<file path="src/rtl/seq_divider_4_bit.sv">
// seq_divider_4_bit
// Iterative restoring divider: an 8-bit dividend over a 4-bit divisor gives
// an 8-bit quotient and a 4-bit remainder. One quotient bit is produced per
// clock. The start/busy/done handshake matches the neighbouring multiplier.
// A zero divisor skips the iterations and reports div_zero with an
// all-ones quotient.

module seq_divider_4_bit #(
    parameter int DVD_W = 8,
    parameter int DVS_W = 4
) (
    input  logic             clk,
    input  logic             rst,
    input  logic             start,
    input  logic [DVD_W-1:0] dividend,
    input  logic [DVS_W-1:0] divisor,
    output logic [DVD_W-1:0] quotient,
    output logic [DVS_W-1:0] remainder,
    output logic             busy,
    output logic             done,
    output logic             div_zero
);

    // One extra bit so that the terminal count DVD_W-1 never wraps.
    localparam int CNT_W = $clog2(DVD_W) + 1;

    typedef enum logic [1:0] {
        ST_IDLE = 2'd0,
        ST_CALC = 2'd1,
        ST_DONE = 2'd2
    } state_t;

    state_t             state_r;
    state_t             state_nxt_s;

    // Partial remainder. After every restore it is below the divisor, so
    // its top bit would always be zero. Only the trial value needs the
    // extra bit.
    logic [DVS_W-1:0]   rem_r;
    logic [DVS_W-1:0]   rem_nxt_s;
    logic [DVD_W-1:0]   q_r;
    logic [DVD_W-1:0]   q_nxt_s;
    logic [CNT_W-1:0]   cnt_r;
    logic [CNT_W-1:0]   cnt_nxt_s;
    logic [DVS_W-1:0]   dvs_r;
    logic [DVS_W-1:0]   dvs_nxt_s;

    logic [DVD_W-1:0]   quotient_r;
    logic [DVD_W-1:0]   quotient_nxt_s;
    logic [DVS_W-1:0]   remainder_r;
    logic [DVS_W-1:0]   remainder_nxt_s;
    logic               div_zero_r;
    logic               div_zero_nxt_s;
    logic               busy_r;
    logic               done_r;

    logic [DVS_W:0]     trial_s;
    logic               fits_s;
    logic [DVS_W-1:0]   diff_s;

    // Trial subtraction for the current iteration: shift in the next dividend bit.
    always_comb begin
        trial_s = {rem_r, q_r[DVD_W-1]};
        fits_s  = (trial_s >= {1'b0, dvs_r});
        diff_s  = DVS_W'(trial_s - {1'b0, dvs_r});
    end

    // Next-state and next-datapath logic for the IDLE/CALC/DONE sequencer.
    always_comb begin
        state_nxt_s     = state_r;
        rem_nxt_s       = rem_r;
        q_nxt_s         = q_r;
        cnt_nxt_s       = cnt_r;
        dvs_nxt_s       = dvs_r;
        quotient_nxt_s  = quotient_r;
        remainder_nxt_s = remainder_r;
        div_zero_nxt_s  = div_zero_r;
        case (state_r)
            ST_IDLE: begin
                if (start) begin
                    if (divisor != {DVS_W{1'b0}}) begin
                        q_nxt_s     = dividend;
                        rem_nxt_s   = {DVS_W{1'b0}};
                        cnt_nxt_s   = {CNT_W{1'b0}};
                        dvs_nxt_s   = divisor;
                        state_nxt_s = ST_CALC;
                    end else begin
                        quotient_nxt_s  = {DVD_W{1'b1}};
                        remainder_nxt_s = {DVS_W{1'b0}};
                        div_zero_nxt_s  = 1'b1;
                        state_nxt_s     = ST_DONE;
                    end
                end else begin
                    state_nxt_s = ST_IDLE;
                end
            end
            ST_CALC: begin
                q_nxt_s   = {q_r[DVD_W-2:0], fits_s};
                rem_nxt_s = fits_s ? diff_s : trial_s[DVS_W-1:0];
                cnt_nxt_s = cnt_r + {{(CNT_W-1){1'b0}}, 1'b1};
                if (cnt_r == CNT_W'(DVD_W - 1)) begin
                    quotient_nxt_s  = {q_r[DVD_W-2:0], fits_s};
                    remainder_nxt_s = fits_s ? diff_s : trial_s[DVS_W-1:0];
                    div_zero_nxt_s  = 1'b0;
                    state_nxt_s     = ST_DONE;
                end else begin
                    state_nxt_s = ST_CALC;
                end
            end
            ST_DONE: begin
                state_nxt_s = ST_IDLE;
            end
            default: begin
                state_nxt_s = ST_IDLE;
            end
        endcase
    end

    // State register; reset wins over any transition, including a concurrent start.
    always_ff @(posedge clk) begin
        if (rst) begin
            state_r <= ST_IDLE;
        end else begin
            state_r <= state_nxt_s;
        end
    end

    // Datapath and registered outputs; busy/done are registered from the next state.
    always_ff @(posedge clk) begin
        if (rst) begin
            rem_r       <= {DVS_W{1'b0}};
            q_r         <= {DVD_W{1'b0}};
            cnt_r       <= {CNT_W{1'b0}};
            dvs_r       <= {DVS_W{1'b0}};
            quotient_r  <= {DVD_W{1'b0}};
            remainder_r <= {DVS_W{1'b0}};
            div_zero_r  <= 1'b0;
            busy_r      <= 1'b0;
            done_r      <= 1'b0;
        end else begin
            rem_r       <= rem_nxt_s;
            q_r         <= q_nxt_s;
            cnt_r       <= cnt_nxt_s;
            dvs_r       <= dvs_nxt_s;
            quotient_r  <= quotient_nxt_s;
            remainder_r <= remainder_nxt_s;
            div_zero_r  <= div_zero_nxt_s;
            busy_r      <= (state_nxt_s != ST_IDLE);
            done_r      <= (state_nxt_s == ST_DONE);
        end
    end

    assign quotient  = quotient_r;
    assign remainder = remainder_r;
    assign div_zero  = div_zero_r;
    assign busy      = busy_r;
    assign done      = done_r;

endmodule

</file>
<file path="config.mk">
export PLATFORM = sky130hd
export DESIGN_NAME = seq_divider_4_bit
export DESIGN_NICKNAME = d
export VERILOG_FILES = /design/src/rtl/seq_divider_4_bit.sv
export SDC_FILE = /design/constraint.sdc
export NUM_CORES = 1
export LEC_CHECK = 0
export ABC_AREA = 1
export ABC_CLOCK_PERIOD_IN_PS = 2100
export CORE_MARGIN = 4
export CORE_UTILIZATION = 30
export CTS_CLUSTER_DIAMETER = 60
export DETAILED_ROUTE_END_ITERATION = 8
export PLACE_DENSITY = 0.56
export SLEW_MARGIN = 20
export SYNTH_ARGS = -nofsm -noshare
export SYNTH_HDL_FRONTEND = slang
export SYNTH_SLANG_ARGS = --single-unit
export TNS_END_PERCENT = 5
</file>
<file path="constraint.sdc">
create_clock -name clk -period 2.1 [get_ports clk]
set_input_delay 0.525 -clock clk [delete_from_list [all_inputs] [get_ports clk]]
set_output_delay 0.525 -clock clk [all_outputs]
set_load 0.01 [all_outputs]
</file>
==> results of run 1 <==
==> worst register-to-register path: stages (launching register included) <==
cell	delay (ps)
dfxtp_1	340
ha_1	360
a21oi_2	210
nand2_1	80
nand2_1	150
nand2_2	130
nand3_1	120
nand3_1	90
nand2_1	70
inv_1	30
==> kinds of logic (layout without fill, tap and decap cells) <==
| family | after synthesis | in the layout | share of synthesized area (%) |
|---|---|---|---|
| buf+inv | 35 | 69 | 9.401 |
| simple gates | 111 | 111 | 30.34 |
| compound gates | 40 | 40 | 12.89 |
| flops | 37 | 37 | 42.17 |
| fa+ha+maj | 6 | 6 | 4.701 |
| xor+xnor | 1 | 1 | 0.4987 |
==> routing by layer <==
metal | share of wire (%) | up-vias | track usage (%) | wire length [um]
li1 | - | 819 | - | -
met1 | 46 | 700 | 14.96 | 1825
met2 | 49 | 27 | 19.72 | 1932
met3 | 4.3 | 4 | 3.729 | 171
met4 | 1.2 | 0 | 3.885 | 46
met5 | 0 | - | 0 | 0
==> sequential cells by signal (all words and copies together) (netlist names) <==
signal,flops
div_zero,1
quotient,8
cnt_r,4
done,1
q_r,8
remainder,4
dvs_r,4
rem_r,4
state_r,2
busy,1
==> report_power, final <==
| part | switching (uW) | total, uW | leakage, uW | internal, uW |
|---|---|---|---|---|
| clock | 261 | 617 | 0.0000554 | 356 |
| combinational | 268 | 475 | 0.000611 | 208 |
| sequential | 39.0 | 814 | 0.000304 | 775 |
| total | 567 | 1910 | 0.000970 | 1340 |
==> cell type report <==
| class | count | area, um^2 |
|---|---|---|
| timing repair buffer | 36 | 342.8 |
| clock inverter | 2 | 38.79 |
| fill | 615 | 3378 |
| sequential | 37 | 740.7 |
| inverter | 25 | 93.84 |
| multi-input combinational | 158 | 850.8 |
| tap | 72 | 90.09 |
| clock buffer | 6 | 72.57 |
==> cells in the final DEF (no fill, tap or decap), drive strengths merged <==
cell type / synthesis / layout
dfxtp: 37 / 37
nor2: 35 / 35
nand2: 33 / 33
nand3: 31 / 31
clkdlybuf4s50: 0 / 29
inv: 25 / 25
o21ai: 19 / 19
a21oi: 14 / 14
buf: 8 / 7
clkbuf: 2 / 6
nand4: 5 / 5
or2: 5 / 5
ha: 5 / 5
o211ai: 3 / 3
o22ai: 2 / 2
a211oi: 2 / 2
nand3b: 1 / 1
xnor2: 1 / 1
nor3: 1 / 1
fa: 1 / 1
bufinv: 0 / 1
clkinv: 0 / 1
==> worst min-delay path by stage <==
stage                       end  slack, ps  depth (start not counted)
detailed placement     dvs_r[0]        470                          2
floorplan              dvs_r[0]        440                          2
finish                 dvs_r[0]        470                          2
CTS                    dvs_r[0]        480                          2
global route        quotient[7]        510                          2
global placement       dvs_r[0]        460                          2
==> metrics by stage <==
step	setup slack, ps	total power (uW)
finish	391.8	1906
global placement	128.1	1306
global route	260.2	2030
detailed placement	136.6	1308
CTS	369.3	1931
floorplan	644.4	1146
==> out/metrics.yaml, run 1 <==
place_hpwl_mm: 2.789
critPathArrivalTime_ps: 1180
dp_cells: 328
clock_tree.buffer_depth: 2
dr_total_vias: 1550
cp_top_family: "buffers and inverters"
placed_area_um2: 2118
die_width_um: 84.52
synth_top_area_cell: "dfxtp_1"
io_buffer_count: 29
r2r-end: "remainder[2]"
p_leak_uw: 0.0009698
n_antenna_cell: 0
endpoint: "quotient[1]"
synth_cell_type_count: 30
cp.buffers_inverters: 1
synth.most_common_cell: "dfxtp_1"
htreeDepth: 2
start_util_pct: 31.33
holdCritStartpoint: "dvs_r[0]"
synth_area_um2: 1757
cts-buffers-inserted: 5
rrSetupSlack_ps: 410
synthArstFlopShare_pct: 0
ys_warn_count: 0
critical_path.endpoint_type: "output pin"
drt_wl_total_mm: 3.976
dr.pass1.iters: 4
drive_above_1_share_pct: 10.98
instances_no_fill: 336
critPathRequiredTime_ps: 1570
num_rows: 27
synthFlopType: "dfxtp_1"
hold_violations: 0
grt_remaining_overflow: 0
cts_tree: "built"
yosysSeqAreaShare_pct: 42.17
crit_type: "reg -> out"
r2r_start: "rem_r[1]"
grt_max_degree: 21
ant_nets: 0
cp-start-kind: "flop"
cts-root-buf: "clkbuf_8"
netlist.area_leader.share_pct: 42.17
coreArea_um2: 5608
slowest_delay_ps: 540
post_cts_buffers: 0
die_area_um2: 7144
place_congestion: 0.8222
yosys-top-cells-area: "dfxtp_1 42%, nand3_1 8.5%, nor2_1 7.1%"
clkLatencyLatePin_ps: 300
setup_tns_ps: 0
cp_cell_sequence: "clkdlybuf4s50_1"
ios: 30
syn_inst: 230
grt_pass1_wl_mm: 6.948
powerDensity_nw_per_um2: 854.9
grt_antenna_before_repair: 0
grt_usage_pct: 12.00
cts_sinks: 37
finalMaxSlewViolations: 0
netlist_top_cells_count: "37 x dfxtp_1, 33 x nor2_1, 30 x nand3_1"
tightest_slew_ps: 335.3
die_h_um: 84.52
synth_edf_count: 0
areaGrowthSynthToFinish_pct: 26.92
path_depth: 1
vias_per_cell: 4.613
rr_worst_depth: 9
period_needed_ps: 1708
maxCapViolations: 0
ys_ff_latch: 37
rsz0062_at_grt: "no"
wire_per_inst_um: 11.83
clock.fmax_mhz: 585.4
drtIter0Drc: 109
drc_errors: 0
fin_skew_ps: 10.86
hold_buffers: 0
critPathSlowestCell: "clkdlybuf4s50_1"
fin_hold_ws_ps: 471.5
path_clk_slew_ps: 80
synth_nets: 251
status: "complete, no violations"
setup_viol: 0
nNetsFinal: 284
final_cell_area_um2: 2230
peakVddDrop_mv: 0.2882
hold_path_class: "reg -> reg"
period_share_pct: 81.34
worstSetupStartpoint: "quotient[1]"
cts.repair.resized: 0
final_util_pct: 39.76
syn_area_per_cell_um2: 7.638
worstPathMaxFanout: 2
grt_pass1_vias: 1510
slew_headroom_pct: 77.57
(Power assumes the default switching activity.)
==> run 2: changes to the inputs <==
ABC_CLOCK_PERIOD_IN_PS = 1750   (was 2100)
clock period = 1.75 ns   (was 2.1 ns; I/O delays follow)
==> run 2 against run 1 <==
  * Flip-flop and latch count did not move
  * Worst hold slack lost 3.9 ps
  * Utilization rose by 1.5 points
  * Wire length increased by 0.10%
  * Clock power is 24% higher
  * Sequential share of layout area decreased by 1.2 points
  * Cell area up 3.7%
  * Via count up 2.8%
  * Global-route usage down 0.25 points
  * Die area unchanged
==> out/metrics.yaml, run 2 (synthesis gave the netlist of run 1 again) <==
p_seq_share_pct: 41.7
clkPwrFrac_pct: 32.7
p_comb_share_pct: 25.6
clkLatencyLatePin_ps: 290
min_path_cells: 2
place_congestion: 0.8060
grt_remaining_overflow: 0
ios: 30
final_cell_mix: "37 x dfxtp_1, 33 x nor2_1, 30 x nand3_1"
p_sw_share_pct: 28.77
critPathArrivalTime_ps: 1180
internal-power_uw: 1667
die_area_um2: 7144
final_util_pct: 41.23
slew_headroom_pct: 77.69
rsz0062_at_grt: "no"
final_common_cell: "dfxtp_1"
instances_no_fill: 346
die_width_um: 84.52
period_share_pct: 92.24
p_sw_uw: 673.5
critPathSlowestCell: "clkdlybuf4s50_1"
power_uw: 2341
hold_path_class: "reg -> reg"
path_clk_slew_ps: 70
cts-root-buf: "clkbuf_8"
start_util_pct: 31.33
clock.fmax_mhz: 619.5
areaGrowthSynthToFinish_pct: 31.62
crit_type: "reg -> out"
fin_ws_ps: 135.8
htreeDepth: 2
nNetsFinal: 294
cp.buffers_inverters: 1
cts_sinks: 37
cp_cell_sequence: "clkdlybuf4s50_1"
dr_total_vias: 1593
die_h_um: 84.52
num_rows: 27
grt_max_degree: 21
cts_tree: "built"
n_antenna_cell: 0
rr_worst_depth: 9
tightest_slew_ps: 333.4
cp-start-kind: "flop"
place_hpwl_mm: 2.887
wire_per_inst_um: 11.50
io_buffer_count: 29
pre_cts_ws_ps: -127.3
peakVddDrop_mv: 0.3842
holdCritStartpoint: "dvs_r[0]"
drtIter0Drc: 71
fill_cells: 613
holdPathEnd: "dvs_r[0]"
coreArea_um2: 5608
cts-buffers-inserted: 5
dr.pass1.iters: 4
post_cts_buffers: 0
worstPathMaxFanout: 2
status: "complete, no violations"
slowest_delay_ps: 550
powerDensity_nw_per_um2: 1012
finalMaxSlewViolations: 0
maxCapViolations: 0
grt_pass1_wl_mm: 6.637
dp_cells: 338
setup_viol: 0
critPathRequiredTime_ps: 1310
hold_violations: 0
p_leak_uw: 0.001021
ant_nets: 0
drc_errors: 0
grt_antenna_before_repair: 0
r2r_start: "rem_r[1]"
cp_top_family: "buffers and inverters"
final_cell_area_um2: 2312
fin_skew_ps: 5.286
grt_usage_pct: 11.76
vias_per_cell: 4.604
r2r-end: "remainder[2]"
placed_area_um2: 2193
critical_path.endpoint_type: "output pin"
grt_pass1_vias: 1471
rrSetupSlack_ps: 140
period_needed_ps: 1614
drive_above_1_share_pct: 14.60
drt_wl_total_mm: 3.980
clock_tree.buffer_depth: 2
run 2: power by group through the flow:
stage                     registers, uW  clock network, uW  logic, uW
after floorplan                    1010                  0        366
after global placement              994                  0        597
after detailed placement            996                  0        603
after CTS                           978                783        605
after global routing                988                840        672
final                               977                766        598
run 2: how the worst max path moves through the flow:
stage / start / endpoint / slack (ps) / depth (start not counted)
2_1_floorplan: dvs_r[2] / rem_r[1] / 290 / 10
3_3_place_gp: divisor[3] / remainder[3] / -70 / 9
3_5_place_dp: divisor[3] / remainder[2] / -130 / 9
4_1_cts: dvs_r[2] / remainder[2] / 80 / 10
5_1_grt: dvs_r[2] / quotient[0] / 10 / 8
6_report: quotient[2] / quotient[2] / 140 / 1
run 2: timing repair:
action                     4_1_cts  5_1_grt
hold buffers                     0        0
setup endpoints to repair        0        9
resized for setup                0        1
run 2: tightest hold or removal path, cell delays in order (launching register included):
cell and delay, ps:
dfxtp_1 320, nand2_1 60, a21oi_1 50
run 2: through the flow:
step | hold WS (ps) | setup TNS (ps)
finish | 467.6 | 0
global route | 498.8 | 0
CTS | 472.2 | 0
detailed placement | 462.9 | -1159
global placement | 455.7 | -722.1
floorplan | 444.2 | 0
run 2: per-layer routing:
| layer | global-route usage, % | vias up | wire [um] |
|---|---|---|---|
| li1 | - | 840 | - |
| met4 | 4.460 | 0 | 74 |
| met2 | 18.93 | 25 | 1878 |
| met5 | 0 | - | 0 |
| met3 | 4.122 | 9 | 161 |
| met1 | 14.40 | 719 | 1866 |
run 2: area by class of cell:
| class | count | area, um^2 | share of cell area (%) |
|---|---|---|---|
| Timing Repair Buffer | 46 | 417.9 | 18.07 |
| Clock buffer | 7 | 86.33 | 3.734 |
| Multi-Input combinational cell | 158 | 853.3 | 36.90 |
| Clock inverter | 1 | 30.03 | 1.299 |
| Sequential cell | 37 | 740.7 | 32.03 |
| Inverter | 25 | 93.84 | 4.058 |
| Tap cell | 72 | 90.09 | 3.896 |
